==> config.mk <==
export PLATFORM = sky130hd
export DESIGN_NAME = blur
export DESIGN_NICKNAME = d
export VERILOG_FILES = /design/src/rtl/blur.sv
export SDC_FILE = /design/constraint.sdc
export NUM_CORES = 2
export LEC_CHECK = 0
export ABC_AREA = 0
export CAP_MARGIN = 20
export CORE_ASPECT_RATIO = 0.8
export CORE_MARGIN = 2
export CORE_UTILIZATION = 58
export CTS_BUF_LIST = sky130_fd_sc_hd__clkbuf_8
export DETAILED_ROUTE_END_ITERATION = 7
export PLACE_DENSITY = 0.74
export SETUP_SLACK_MARGIN = 0.5
export SLEW_MARGIN = 10
export SYNTH_ARGS = -nofsm -noshare
export SYNTH_HDL_FRONTEND = slang
export SYNTH_SLANG_ARGS = --single-unit
==> constraint.sdc <==
create_clock -name i_clk -period 19.6 [get_ports i_clk]
set_clock_uncertainty 0.1 [all_clocks]
set_input_delay 3.92 -clock i_clk [delete_from_list [all_inputs] [get_ports i_clk]]
set_output_delay 3.92 -clock i_clk [all_outputs]
set_load 0.05 [all_outputs]
==> src/rtl/blur.sv <==
// ---------------------------------------------------------------------------
// blur -- streaming 3x3 Gaussian blur over a raster-order pixel stream.
//
// Kernel [1 2 1; 2 4 2; 1 2 1], 12-bit unsigned accumulation, result / 16.
// Two line buffers hold the previous two rows.  A two-column window register
// holds columns c-2 and c-1; the live input column (two line-buffer reads
// plus the incoming pixel) completes the 3x3 window.  Results appear one
// cycle after the completing pixel is accepted, and only for interior
// windows.
//
// Configuration macro:
//   BLUR_ROUND_EN  defined   -> o_pixel = (sum + 8) >> 4  (round half up)
//                  undefined -> o_pixel = sum >> 4        (truncate)
//
// Parameters:
//   MAX_WIDTH  maximum pixels per row (line-buffer depth)
//   PIX_W      pixel width in bits (8)
//
// Ports:
//   i_clk      clock, rising edge
//   i_rst_n    asynchronous active-low reset; also the frame boundary
//   i_valid    i_pixel / i_row_end accepted this cycle; low = stall
//   i_pixel    input pixel, unsigned, raster order
//   i_row_end  last pixel of the current row (qualified by i_valid)
//   o_valid    one-cycle pulse per blurred result
//   o_pixel    blurred pixel, holds its value while o_valid is low
// ---------------------------------------------------------------------------
module blur #(
    parameter int MAX_WIDTH = 256,
    parameter int PIX_W     = 8
) (
    input  logic             i_clk,
    input  logic             i_rst_n,
    input  logic             i_valid,
    input  logic [PIX_W-1:0] i_pixel,
    input  logic             i_row_end,
    output logic             o_valid,
    output logic [PIX_W-1:0] o_pixel
);

    localparam int AW    = (MAX_WIDTH > 1) ? $clog2(MAX_WIDTH) : 1;
    localparam int CW    = $clog2(MAX_WIDTH + 1);
    localparam int SUM_W = PIX_W + 4;
    localparam int ROW_W = 16;

    // Position tracking
    logic [CW-1:0]    col;
    logic [ROW_W-1:0] row;
    // Lengths of rows r-1 and r-2.  Zero means "not seen yet", so the
    // learned width W of row 0 lands in len_prev1 on the first i_row_end
    // and reset returns W to unlearned.
    logic [CW-1:0]    len_prev1;
    logic [CW-1:0]    len_prev2;

    // Line buffers: lb_mid holds row r-1, lb_top holds row r-2
    logic [PIX_W-1:0] lb_mid [MAX_WIDTH];
    logic [PIX_W-1:0] lb_top [MAX_WIDTH];

    // Window columns: left = column c-2, cen = column c-1
    logic [PIX_W-1:0] left_top, left_mid, left_bot;
    logic [PIX_W-1:0] cen_top, cen_mid, cen_bot;

    logic             in_range;
    logic             take;
    logic             fire;
    logic [AW-1:0]    idx;
    logic [PIX_W-1:0] top_rd;
    logic [PIX_W-1:0] mid_rd;
    logic [CW-1:0]    row_len;
    logic [SUM_W-1:0] sum;

    function automatic logic [PIX_W-1:0] scale(input logic [SUM_W-1:0] s);
`ifdef BLUR_ROUND_EN
        return PIX_W'((s + SUM_W'(8)) >> 4);
`else
        return PIX_W'(s >> 4);
`endif
    endfunction

    always_comb begin
        in_range = (col < CW'(MAX_WIDTH));
        take     = i_valid && in_range;
        idx      = col[AW-1:0];
        top_rd   = lb_top[idx];
        mid_rd   = lb_mid[idx];
        // Over-width pixels do not lengthen the stored row
        row_len  = in_range ? (col + CW'(1)) : col;
        // Interior window only, and only where both buffered rows actually
        // reached this column, so stale buffer contents never reach o_pixel.
        fire     = take
                   && (row >= ROW_W'(2))
                   && (col >= CW'(2))
                   && (col < len_prev1)
                   && (col < len_prev2);
        sum      = SUM_W'(left_top)
                 + (SUM_W'(left_mid) << 1)
                 + SUM_W'(left_bot)
                 + (SUM_W'(cen_top) << 1)
                 + (SUM_W'(cen_mid) << 2)
                 + (SUM_W'(cen_bot) << 1)
                 + SUM_W'(top_rd)
                 + (SUM_W'(mid_rd) << 1)
                 + SUM_W'(i_pixel);
    end

    // Counters and row lengths
    always_ff @(posedge i_clk or negedge i_rst_n) begin
        if (!i_rst_n) begin
            col       <= '0;
            row       <= '0;
            len_prev1 <= '0;
            len_prev2 <= '0;
        end else if (i_valid) begin
            if (i_row_end) begin
                col       <= '0;
                if (row != {ROW_W{1'b1}})
                    row <= row + ROW_W'(1);
                len_prev1 <= row_len;
                len_prev2 <= len_prev1;
            end else if (in_range) begin
                // Saturates at MAX_WIDTH; everything past it is ignored
                col <= col + CW'(1);
            end
        end
    end

    // Window shift, once per in-range accepted pixel
    always_ff @(posedge i_clk or negedge i_rst_n) begin
        if (!i_rst_n) begin
            left_top <= '0;
            left_mid <= '0;
            left_bot <= '0;
            cen_top  <= '0;
            cen_mid  <= '0;
            cen_bot  <= '0;
        end else if (take) begin
            left_top <= cen_top;
            left_mid <= cen_mid;
            left_bot <= cen_bot;
            cen_top  <= top_rd;
            cen_mid  <= mid_rd;
            cen_bot  <= i_pixel;
        end
    end

    // Line buffers: row r-1 moves up to r-2, the new pixel becomes r-1
    always_ff @(posedge i_clk) begin
        if (take) begin
            lb_top[idx] <= mid_rd;
            lb_mid[idx] <= i_pixel;
        end
    end

    // Output register
    always_ff @(posedge i_clk or negedge i_rst_n) begin
        if (!i_rst_n) begin
            o_valid <= 1'b0;
            o_pixel <= '0;
        end else begin
            o_valid <= fire;
            if (fire)
                o_pixel <= scale(sum);
        end
    end

endmodule

==> flow_metrics.py <==
metrics = {
    "outcome": {
        "status": "finished, final reports clean",
    },
    "detailed_routing": {
        "wirelength_um": 432800,
        "viasPerCell": 6.793,
        "drc": 0,
        "ant_nets": 0,
        "routed-via-count": 84280,
        "drt_pass1_iterations": 8,
        "drtIter0Drc": 14352,
        "routedWlPerCell_um": 34.89,
    },
    "clock_tree": {
        "cts-root-buf": "clkbuf_8",
        "post_cts_buffers": 0,
        "clk_path_buf_depth": 4,
        "cts_tree": "built",
        "insertion_delay_ns": 1.07,
        "cts_made_buffers": 617,
        "cts_htree_levels": 6,
        "hold_buffers": 0,
        "ctsResizeCount": 0,
        "numClockSinks": 4196,
        "clkSlewWorstSetupHoldPaths_ns": 0.07,
    },
    "synthesis": {
        "syn_area_um2": 162500,
        "yosysWarnings": 0,
        "synth-main-ff-cell": "edfxtp_1",
        "synth-seq-area-share_pct": 77.25,
        "async_flop_share_pct": 2.383,
        "synth_fp_nets": 7699,
        "synth_cell_types": 62,
        "synth_area_leaders": "edfxtp_1 (76%), mux4_2 (13%), mux2i_1 (2.0%)",
        "synth.avg_cell_area_um2": 21.38,
        "netlist_instances": 7600,
        "synth_top_area_share_pct": 75.71,
        "yosysTopAreaCell": "edfxtp_1",
        "synth_seq_cells": 4196,
        "synth-edff-count": 4096,
    },
    "critical_path": {
        "max_stage_delay_ns": 1.00,
        "arrival_ns": 11.01,
        "required_ns": 20.45,
        "worst-setup-path-type": "reg -> reg",
        "cpMostUsedCell": "fa_1",
        "crit_fanout": 123,
        "cp_cell_sequence": "buf_4 > buf_4 > buf_12 > mux2i_1 > a22oi_1 > nand4_1 > o211ai_1 > a21oi_1 > nor4_1 > and3_4 > fa_1 > inv_1 > fa_1 > fa_1 > fa_1 > nor3b_1 > fa_1 > a21oi_1 > o21bai_1 > a21o_1 > a21oi_1 > o21ai_0 > xor2_1 > mux2_2",
        "startpoint_type": "flip-flop",
        "rr_worst_depth": 24,
        "cp_slowest_cell": "dfrtp_4",
        "end_kind": "flip-flop",
    },
    "grt": {
        "grt_pass1_vias": 82788,
        "grt.total_usage_pct": 30.49,
        "grt_max_degree": 258,
        "antenna_found_initial": 31,
        "globalRouteOverflowTotal": 0,
        "grt_pass1_wl_um": 611100,
    },
    "sta": {
        "maxSlewViolCount": 0,
        "final_hold_viol_count": 0,
        "rsz0062_at_grt": "no",
        "fin_crit_ns": 10.16,
        "finalSetupTns_ns": 0,
        "final-setup-viol-count": 0,
        "min_period_over_period_pct": 51.84,
        "fmax_mhz": 98.42,
        "setup_ws_ns": 9.440,
        "worst_slew_pin_slew_ns": 1.217,
        "relSlewSlack_pct": 18.85,
    },
    "cells_and_area": {
        "utilization_pct": 64.75,
        "syn_to_final_growth_pct": 10.85,
        "stdcell_count": 12406,
        "drive_above_1_share_pct": 25.35,
        "nNetsFinal": 8347,
    },
    "worst_hold_path": {
        "hold_depth": 2,
        "hold_path.class": "reg -> reg",
    },
    "floorplan": {
        "die_h_um": 477.4,
        "rows": 173,
        "start_util_pct": 58.41,
        "core_um2": 278100,
        "die-area_um2": 284400,
        "die_x_um": 595.7,
        "num_io_pins": 21,
    },
    "place": {
        "place_hpwl_um": 256600,
        "dp_slack_ns": 9.584,
        "port_buffers": 20,
        "post-place-cells": 11295,
        "routabilityCongestion": 0.9061,
    },
    "run": {
        "cap_viol_max_count": 0,
    },
    "pwr": {
        "ir_drop_mv": 0.2374,
        "p_per_area_nw_per_um2": 108.6,
        "leakagePower_nw": 57.24,
    },
}
worst paths after layout:
path	endpoint	slack, ns	start
hold reg to reg	len_prev2[1]$_DFFE_PN0P_	0.38	len_prev2[1]$_DFFE_PN0P_
hold / removal	len_prev2[1]$_DFFE_PN0P_	0.38	len_prev2[1]$_DFFE_PN0P_
min in group asynchronous	col[1]$_DFFE_PN0P_	2.76	i_rst_n
setup reg to reg	o_pixel[7]$_DFFE_PN0P_	9.44	col[1]$_DFFE_PN0P_
setup / recovery	o_pixel[7]$_DFFE_PN0P_	9.44	col[1]$_DFFE_PN0P_
max in group asynchronous	col[2]$_DFFE_PN0P_	15.26	i_rst_n
critical path: cells and delay by family (launching register included):
family / cells / cell delay [ns]
buf+inv: 4 / 2.15
fa+ha+maj: 5 / 2.30
simple gates: 4 / 2.22
xor+xnor: 1 / 0.10
mux: 2 / 0.43
compound gates: 8 / 1.34
flops: 1 / 1.00
power breakdown:
| part | leakage, nW | internal [mW] | total, mW | switching (mW) |
|---|---|---|---|---|
| logic | 12.8 | 1.08 | 2.85 | 1.77 |
| registers | 38.1 | 10.2 | 10.3 | 0.0824 |
| clock network | 6.38 | 3.19 | 6.43 | 3.25 |
| total | 57.2 | 14.5 | 19.6 | 5.10 |
area by class of cell:
class,instances,area (um^2)
sequential,4196,125500
timing repair buffer,458,3787
clock inverter,427,2027
inverter,102,390.4
clock buffer,650,8946
multi-input combinational,2873,34760
tap,3675,4598
antenna,25,62.56
fill,17568,98060
registers in the layout, summed over array words and instances (netlist names), 8 cells and up:
signal     count
col            9
left_bot       8
len_prev2      9
len_prev1      9
lb_mid      2048
cen_top        8
left_top       8
left_mid       8
row           16
cen_bot        8
o_pixel        8
cen_mid        8
lb_top      2048
per-stage QoR:
step / hold slack (ns) / instance area, um^2 / total power [mW]
after floorplan: 0.3493 / 162500 / 12.40
after global placement: 0.3608 / 168800 / 13.23
after detailed placement: 0.3704 / 168900 / 13.27
after CTS: 0.3836 / 179900 / 19.59
after global routing: 0.4043 / 180000 / 20.20
final: 0.3793 / 180100 / 19.56
cells in the mapped netlist (4+ instances only):
cell	instances
o22ai_1	31
mux4_2	937
o211ai_1	25
a31oi_1	4
nor2b_1	10
a211oi_1	6
nand2b_1	11
nor4_1	21
buf_1	39
edfxtp_1	4096
fa_1	52
mux2_2	25
inv_1	100
clkbuf_1	161
xor2_1	7
buf_2	151
or2_2	4
nand3_1	91
buf_4	63
a22oi_1	201
a41oi_1	10
buf_6	15
ha_1	35
dfrtp_1	100
o32a_1	6
nor3_1	21
and3_1	9
o221ai_1	4
a21oi_1	93
a221oi_1	106
and2_1	13
or3_1	6
or4_1	11
a22o_1	25
mux2i_1	321
o31ai_1	6
xnor2_1	21
nand4_1	33
nor2_1	323
nand2_1	284
a21o_1	5
o21ai_0	87
metal layers:
layer  vias to the layer above  global-route usage [%]  wire [um]
met2                      6521                   44.00     192600
met3                       895                   9.807      66030
met5                         -                       0         95
met1                     43836                   43.87     156600
li1                      33014                       -          -
met4                        14                   11.89      17450
layout by cell type (no fill, tap or decap), types with 7 or more instances in the layout:
cell type	instances
bufinv_16	10
buf_8	9
dfrtp_1	92
mux4_2	937
a221oi_1	106
mux2_2	25
diode_2	25
a22oi_1	201
buf_12	13
clkbuf_8	650
clkinvlp_4	24
a22o_1	25
a41oi_1	9
nor2_2	10
buf_4	414
clkinv_2	37
or4_1	11
mux2i_1	321
inv_1	325
xor2_1	7
clkinv_1	127
o21ai_0	86
buf_6	7
nand3_2	9
o22ai_1	31
o211ai_1	25
nor3_1	20
nand4_1	33
edfxtp_1	4096
xnor2_1	21
nor2_1	308
nand2_1	284
nand2b_1	10
and2_1	10
a21oi_1	93
clkdlybuf4s50_1	11
nor4_1	15
fa_1	52
nand3_1	76
ha_1	35
cells by family after synthesis:
family | count (synthesis) | share of synthesized area (%)
AND/OR/NAND/NOR | 845 | 2.250
adder cells (fa/ha/maj) | 87 | 0.9103
buffers and inverters | 531 | 1.558
multiplexers | 1283 | 15.14
flip-flops | 4196 | 77.25
AO/OA/AOI/OAI | 630 | 2.739
XOR/XNOR | 28 | 0.1510
(Power assumes the default switching activity.)
